**config.mk**
```make
export PLATFORM = sky130hd
export DESIGN_NAME = branch_resolve_unit
export DESIGN_NICKNAME = d
export VERILOG_FILES = /design/src/rtl/branch_resolve_unit_pkg.sv /design/src/rtl/add_sub_32.sv /design/src/rtl/branch_resolve_unit_cond_eval.sv /design/src/rtl/branch_resolve_unit.sv
export SDC_FILE = /design/constraint.sdc
export NUM_CORES = 1
export LEC_CHECK = 0
export BUFFER_PORTS_ARGS = -buffer_cell sky130_fd_sc_hd__buf_2
export CAP_MARGIN = 30
export CORE_MARGIN = 2
export CORE_UTILIZATION = 31
export DETAILED_ROUTE_END_ITERATION = 10
export PLACE_DENSITY = 0.53
export SLEW_MARGIN = 20
export SYNTH_ARGS = -nofsm -noshare
export SYNTH_HDL_FRONTEND = slang
export SYNTH_HIERARCHICAL = 1
export SYNTH_SLANG_ARGS = --single-unit
```
**constraint.sdc**
```tcl
create_clock -name clk -period 11.7 [get_ports clk]
set_input_delay 0.585 -clock clk [delete_from_list [all_inputs] [get_ports clk]]
set_output_delay 0.585 -clock clk [all_outputs]
set_load 0.02 [all_outputs]
```
**src/rtl/branch_resolve_unit_pkg.sv**
```systemverilog
// Shared definitions for the branch resolve unit: branch opcodes, FSM states, PC step.
// No logic; imported by the top and the condition evaluator.
// Backpressure: not applicable.
package branch_resolve_unit_pkg;

  localparam logic [2:0] BR_OP_BEQ  = 3'b000;
  localparam logic [2:0] BR_OP_BNE  = 3'b001;
  localparam logic [2:0] BR_OP_BLT  = 3'b010;
  localparam logic [2:0] BR_OP_BGT  = 3'b011;
  localparam logic [2:0] BR_OP_BLE  = 3'b100;
  localparam logic [2:0] BR_OP_BGE  = 3'b101;
  localparam logic [2:0] BR_OP_JMP  = 3'b110;
  localparam logic [2:0] BR_OP_NONE = 3'b111;

  typedef enum logic [1:0] {
    ST_IDLE = 2'd0,
    ST_CALC = 2'd1,
    ST_HOLD = 2'd2
  } state_t;

  localparam int unsigned PC_STEP = 4;

endpackage

```
**src/rtl/add_sub_32.sv**
```systemverilog
// Wrapping adder/subtractor; mode 0 adds, mode 1 subtracts, carry-out discarded.
// Latency: combinational.
// Backpressure: not applicable.
module add_sub_32 #(
  parameter int W = 32
) (
  input  logic [W-1:0] i_a,
  input  logic [W-1:0] i_b,
  input  logic         i_mode,
  output logic [W-1:0] o_y
);

  assign o_y = i_mode ? (i_a - i_b) : (i_a + i_b);

endmodule

```
**src/rtl/branch_resolve_unit_cond_eval.sv**
```systemverilog
// Maps a branch opcode plus the lt/gt compare bits to a take decision.
// Latency: combinational.
// Backpressure: not applicable.
module br_cond_eval
  import branch_resolve_unit_pkg::*;
(
  input  logic [2:0] i_op,
  input  logic       i_lt,
  input  logic       i_gt,
  output logic       o_take
);

  // decode opcode into the taken condition
  always_comb begin
    o_take = 1'b0;
    case (i_op)
      BR_OP_BEQ:  o_take = ~i_lt & ~i_gt;
      BR_OP_BNE:  o_take = i_lt | i_gt;
      BR_OP_BLT:  o_take = i_lt;
      BR_OP_BGT:  o_take = i_gt;
      BR_OP_BLE:  o_take = ~i_gt;
      BR_OP_BGE:  o_take = ~i_lt;
      BR_OP_JMP:  o_take = 1'b1;
      BR_OP_NONE: o_take = 1'b0;
      default:    o_take = 1'b0;
    endcase
  end

endmodule

```
**src/rtl/branch_resolve_unit.sv**
```systemverilog
// Latches a branch request, resolves taken/not-taken and next PC, hands it to fetch.
// Latency: accept edge -> CALC -> HOLD (out_valid) two edges later; one request per 3 cycles.
// Backpressure: result held in HOLD until out_ready; in_ready low outside IDLE; flush aborts.
module branch_resolve_unit
  import branch_resolve_unit_pkg::*;
#(
  parameter int DATA_W = 32,
  parameter int CNT_W  = 16
) (
  input  logic              clk,
  input  logic              rst_n,
  input  logic              in_valid,
  output logic              in_ready,
  input  logic [2:0]        br_op,
  input  logic [DATA_W-1:0] lt_word,
  input  logic [DATA_W-1:0] gt_word,
  input  logic [DATA_W-1:0] pc,
  input  logic [DATA_W-1:0] offset,
  input  logic              flush,
  output logic              out_valid,
  input  logic              out_ready,
  output logic              taken,
  output logic [DATA_W-1:0] target_pc,
  output logic              cond_err,
  output logic [CNT_W-1:0]  taken_count
);

  state_t              r_state;
  state_t              w_next;
  logic                w_accept;
  logic                w_handoff;
  logic                w_calc;

  logic [2:0]          r_op;
  logic                r_lt;
  logic                r_gt;
  logic                r_err_in;
  logic [DATA_W-1:0]   r_pc;
  logic [DATA_W-1:0]   r_off;

  logic                r_taken;
  logic [DATA_W-1:0]   r_target;
  logic                r_cond_err;
  logic [CNT_W-1:0]    r_cnt;

  logic                w_take;
  logic                w_err_in;
  logic [DATA_W-1:0]   w_seq_pc;
  logic [DATA_W-1:0]   w_br_pc;
  logic [DATA_W-1:0]   w_off_sh;

  // Malformed compare words are flagged but the decision still uses bit0 only.
  assign w_err_in = (|lt_word[DATA_W-1:1]) | (|gt_word[DATA_W-1:1]) | (lt_word[0] & gt_word[0]);
  assign w_off_sh = {r_off[DATA_W-3:0], 2'b00};

  br_cond_eval u_cond (
    .i_op   (r_op),
    .i_lt   (r_lt),
    .i_gt   (r_gt),
    .o_take (w_take)
  );

  add_sub_32 #(.W(DATA_W)) u_add_seq (
    .i_a    (r_pc),
    .i_b    (DATA_W'(PC_STEP)),
    .i_mode (1'b0),
    .o_y    (w_seq_pc)
  );

  add_sub_32 #(.W(DATA_W)) u_add_br (
    .i_a    (w_seq_pc),
    .i_b    (w_off_sh),
    .i_mode (1'b0),
    .o_y    (w_br_pc)
  );

  // next-state and handshake strobes; flush overrides every transition
  always_comb begin
    w_next    = r_state;
    w_accept  = 1'b0;
    w_handoff = 1'b0;
    w_calc    = 1'b0;
    if (flush) begin
      w_next = ST_IDLE;
    end else begin
      case (r_state)
        ST_IDLE: if (in_valid) begin
          w_accept = 1'b1;
          w_next   = ST_CALC;
        end
        ST_CALC: begin
          w_calc = 1'b1;
          w_next = ST_HOLD;
        end
        ST_HOLD: if (out_ready) begin
          w_handoff = 1'b1;
          w_next    = ST_IDLE;
        end
        default: w_next = ST_IDLE;
      endcase
    end
  end

  // state register
  always_ff @(posedge clk) begin
    if (!rst_n) r_state <= ST_IDLE;
    else        r_state <= w_next;
  end

  // capture the request on acceptance
  always_ff @(posedge clk) begin
    if (!rst_n) begin
      r_op     <= BR_OP_NONE;
      r_lt     <= 1'b0;
      r_gt     <= 1'b0;
      r_err_in <= 1'b0;
      r_pc     <= '0;
      r_off    <= '0;
    end else if (w_accept) begin
      r_op     <= br_op;
      r_lt     <= lt_word[0];
      r_gt     <= gt_word[0];
      r_err_in <= w_err_in;
      r_pc     <= pc;
      r_off    <= offset;
    end
  end

  // register the resolved result in CALC; it stays stable through HOLD
  always_ff @(posedge clk) begin
    if (!rst_n) begin
      r_taken    <= 1'b0;
      r_target   <= '0;
      r_cond_err <= 1'b0;
    end else if (w_calc) begin
      r_taken    <= w_take;
      r_target   <= w_take ? w_br_pc : w_seq_pc;
      r_cond_err <= r_err_in;
    end
  end

  // count taken results actually handed to fetch, sticking at all-ones
  always_ff @(posedge clk) begin
    if (!rst_n) r_cnt <= '0;
    else if (w_handoff && r_taken && (r_cnt != '1)) r_cnt <= r_cnt + CNT_W'(1);
  end

  assign in_ready    = rst_n & (r_state == ST_IDLE);
  assign out_valid   = (r_state == ST_HOLD);
  assign taken       = r_taken;
  assign target_pc   = r_target;
  assign cond_err    = r_cond_err;
  assign taken_count = r_cnt;

endmodule

```
==> results.sh <==
export IMPL_drive_gt1_frac=0.162
export IMPL_endpoint="target_pc[29]$_SDFFE_PN0P_"
export IMPL_std_cell_rows=64
export IMPL_worstPathArrival_ns=5.22
export IMPL_fin_tns_setup_ns=0
export IMPL_antenna_found_initial=1
export IMPL_grt_pass1_vias=9186
export IMPL_hold_path_class="in2reg"
export IMPL_max_freq_mhz=205
export IMPL_grt_max_degree=87
export IMPL_dieArea_um2=32400
export IMPL_path_max_fanout=7
export IMPL_gp_congestion=0.875
export IMPL_routed_wirelength_mm=28.8
export IMPL_slowest_delay_ns=0.56
export IMPL_power_density_nw_per_um2=136
export IMPL_fin_ws_ns=6.82
export IMPL_setup_violations_final=0
export IMPL_met3_usage=0.0404
export IMPL_synth_cell_types=72
export IMPL_fin_crit_sh=0.417
export IMPL_finalMaxSlewViolations=0
export IMPL_crit_path_end_kind="register"
export IMPL_syn_area_um2=9610
export IMPL_ys_warn_count=6
export IMPL_numCtsBuffers=17
export IMPL_drc=0
export IMPL_insertedDiodeCount=0
export IMPL_clk_pin_slew_ns=0.06
export IMPL_initial_utilization=0.314
export IMPL_ctsResizeCount=0
export IMPL_stdcell_count=1974
export IMPL_die_height_um=180
export IMPL_syn2layout_area_growth_pct=24.4
export IMPL_worstReg2RegEnd="target_pc[29]$_SDFFE_PN0P_"
export IMPL_drt_iter0_drc=433
export IMPL_leakage_nw=5.03
export IMPL_netlist_instances=1284
export IMPL_worst_pin_slew_ns=0.802
export IMPL_fin_skew_ns=0.0167
export IMPL_rsz0062_at_grt="false"
export IMPL_use_met1=0.219
export IMPL_r2r_cells=17
export IMPL_die_x_um=180
export IMPL_cp_slowest_cell="o41ai_1"
export IMPL_post_drt_wl_per_cell_um=14.6
export IMPL_grtUsageMet2=0.311
export IMPL_drt_vias_per_instance=4.88
export IMPL_cts_tree="done"
export IMPL_synth_most_common_cell="nand2_1"
export IMPL_critical_path_cell_chain="ha_1 > a21oi_1 > o2bb2ai_1 > o41ai_1 > o21a_1 > o21bai_1 > a21oi_1 > xnor2_1 > ha_1 > and3_1 > nor2b_1 > o31a_1 > a311oi_1 > o221ai_1 > xnor2_1 > mux2i_1 > a211oi_1"
export IMPL_postCtsHoldBufs=0
export IMPL_ioPinCount=188
export IMPL_dpl_hpwl_mm=22.0
export IMPL_placed_cell_area_um2=11300
export IMPL_yosysTopAreaCell="dfxtp_1"
export IMPL_fin_crit_ns=4.88
export IMPL_placed_cells=1940
export IMPL_synth_avg_cell_area_um2=7.48
export IMPL_startpoint_type="register"
export IMPL_async_flop_share=0
export IMPL_synth_seq_area_share=0.250
export IMPL_grt_pass1_wl_mm=46.8
export IMPL_num_vias=9640
export IMPL_cts_setup_buffers=0
export IMPL_synth_flop_cell="dfxtp_1"
export IMPL_crit_start="r_pc[2]$_SDFFE_PN0P_"
export IMPL_finalInstanceArea_um2=11900
export IMPL_fillerInstances=3245
export IMPL_finalPower_mw=1.63
export IMPL_finalNetCount=1768
export IMPL_outcome="completed"
export IMPL_synth_top_cells_by_area="dfxtp_1 25%, a21oi_1 9.3%, ha_1 8.5%"
export IMPL_core_area_um2=30600
export IMPL_clk_latency_ns=0.43
export IMPL_synth_seq_cells=120
export IMPL_hold_viol=0
export IMPL_rrSetupSlack_ns=6.82
export IMPL_grtUsageTotal=0.177
export IMPL_busiest_layer="met2"
export IMPL_ant_nets=0
export IMPL_grt_overflow=0
export IMPL_synth_edf_count=0
export IMPL_htreeDepth=4
export IMPL_clockRootBuffer="clkbuf_16"
export IMPL_first_pass_iters=5
export IMPL_ir_drop_uv=108
export IMPL_clock_sinks=120
export IMPL_post_place_ws_ns=6.90
export IMPL_cts_buffer_depth=2
export IMPL_critPathKind="reg2reg"
export IMPL_synth_top_cell_area_share=0.250
export IMPL_cap_viol_max_count=0
export IMPL_slew_headroom=0.465
export IMPL_rr_startpoint="r_pc[2]$_SDFFE_PN0P_"
export IMPL_ys_top_cells_by_count="189 x nand2_1, 178 x a21oi_1, 120 x dfxtp_1"
export IMPL_required_ns=12.04
export IMPL_portBuffers=185
cell type report:
type,count,area (um2),area share
Multi-Input combinational cell,1195,7330,0.613
Tap cell,396,495,0.0415
Timing Repair Buffer,193,1000,0.0840
Sequential cell,120,2400,0.201
Inverter,38,144,0.0120
Clock buffer,20,447,0.0374
Clock inverter,12,128,0.0107
worst min path at each step:
stage,to,depth (start not counted),from
floorplan,r_pc[0]$_SDFFE_PN0P_,2,r_pc[0]$_SDFFE_PN0P_
global placement,r_pc[0]$_SDFFE_PN0P_,2,r_pc[0]$_SDFFE_PN0P_
detailed placement,r_pc[0]$_SDFFE_PN0P_,2,r_pc[0]$_SDFFE_PN0P_
CTS,r_op[1]$_SDFFE_PN1P_,3,br_op[1]
global route,r_op[1]$_SDFFE_PN1P_,3,br_op[1]
finish,r_op[2]$_SDFFE_PN1P_,3,br_op[2]
flip-flops by register name (all words and copies together), names as in the netlist:
register	flops
r_pc	32
taken	1
r_state	2
taken_count	16
target_pc	32
r_lt	1
cond_err	1
r_op	3
r_err_in	1
r_off	30
r_gt	1
layer usage:
layer,up-vias,share of wire
li1,5043,-
met3,22,0.056
met1,4311,0.45
met2,262,0.48
met5,-,0.00035
met4,2,0.011
worst max-delay path: cells and delay by family (launching register included):
kind	cells	cell delay [ns]
AOI/OAI and AO/OA	10	2.89
adders and majority gates	2	0.71
and+or+nand+nor	2	0.39
xor gates and xnor gates	2	0.37
DFF	1	0.33
muxes	1	0.10
power breakdown:
| part | switching (mW) | leakage (nW) | internal [mW] |
|---|---|---|---|
| sequential | 0.0152 | 0.977 | 0.425 |
| combinational | 0.393 | 3.79 | 0.273 |
| clock | 0.206 | 0.272 | 0.318 |
| total | 0.614 | 5.03 | 1.02 |
cell families (layout without fill, tap and decap cells):
logic type               count (synthesis)  count (layout)  share of synthesized area
AO/OA/AOI/OAI                          339             339                      0.215
XOR/XNOR                               116             116                      0.107
adder cells (fa/ha/maj)                 67              67                     0.0888
buffers and inverters                  100             263                     0.0409
flip-flops                             120             120                      0.250
multiplexers                            41              41                     0.0430
other                                    2             133                   0.000782
AND/OR/NAND/NOR                        499             499                      0.254
cells in the final DEF, fill, tap and decap left out, types with 32 or more instances in the layout:
cell type and count:
nor2_1 112, xnor2_1 82, nor3_1 40, o21ai_0 41, ha_1 65, mux2i_1 39, inv_1 37, conb_1 133
xor2_1 32, buf_2 185, dfxtp_1 120, nand2_1 189, a21oi_1 178, a211oi_1 36
through the flow:
step / util / hold slack (ns)
finish: 0.391 / 0.364
global placement: 0.371 / 0.445
CTS: 0.390 / 0.349
global route: 0.391 / 0.370
floorplan: - / 0.436
detailed placement: 0.371 / 0.454
Power figures use the tool's default switching activity.
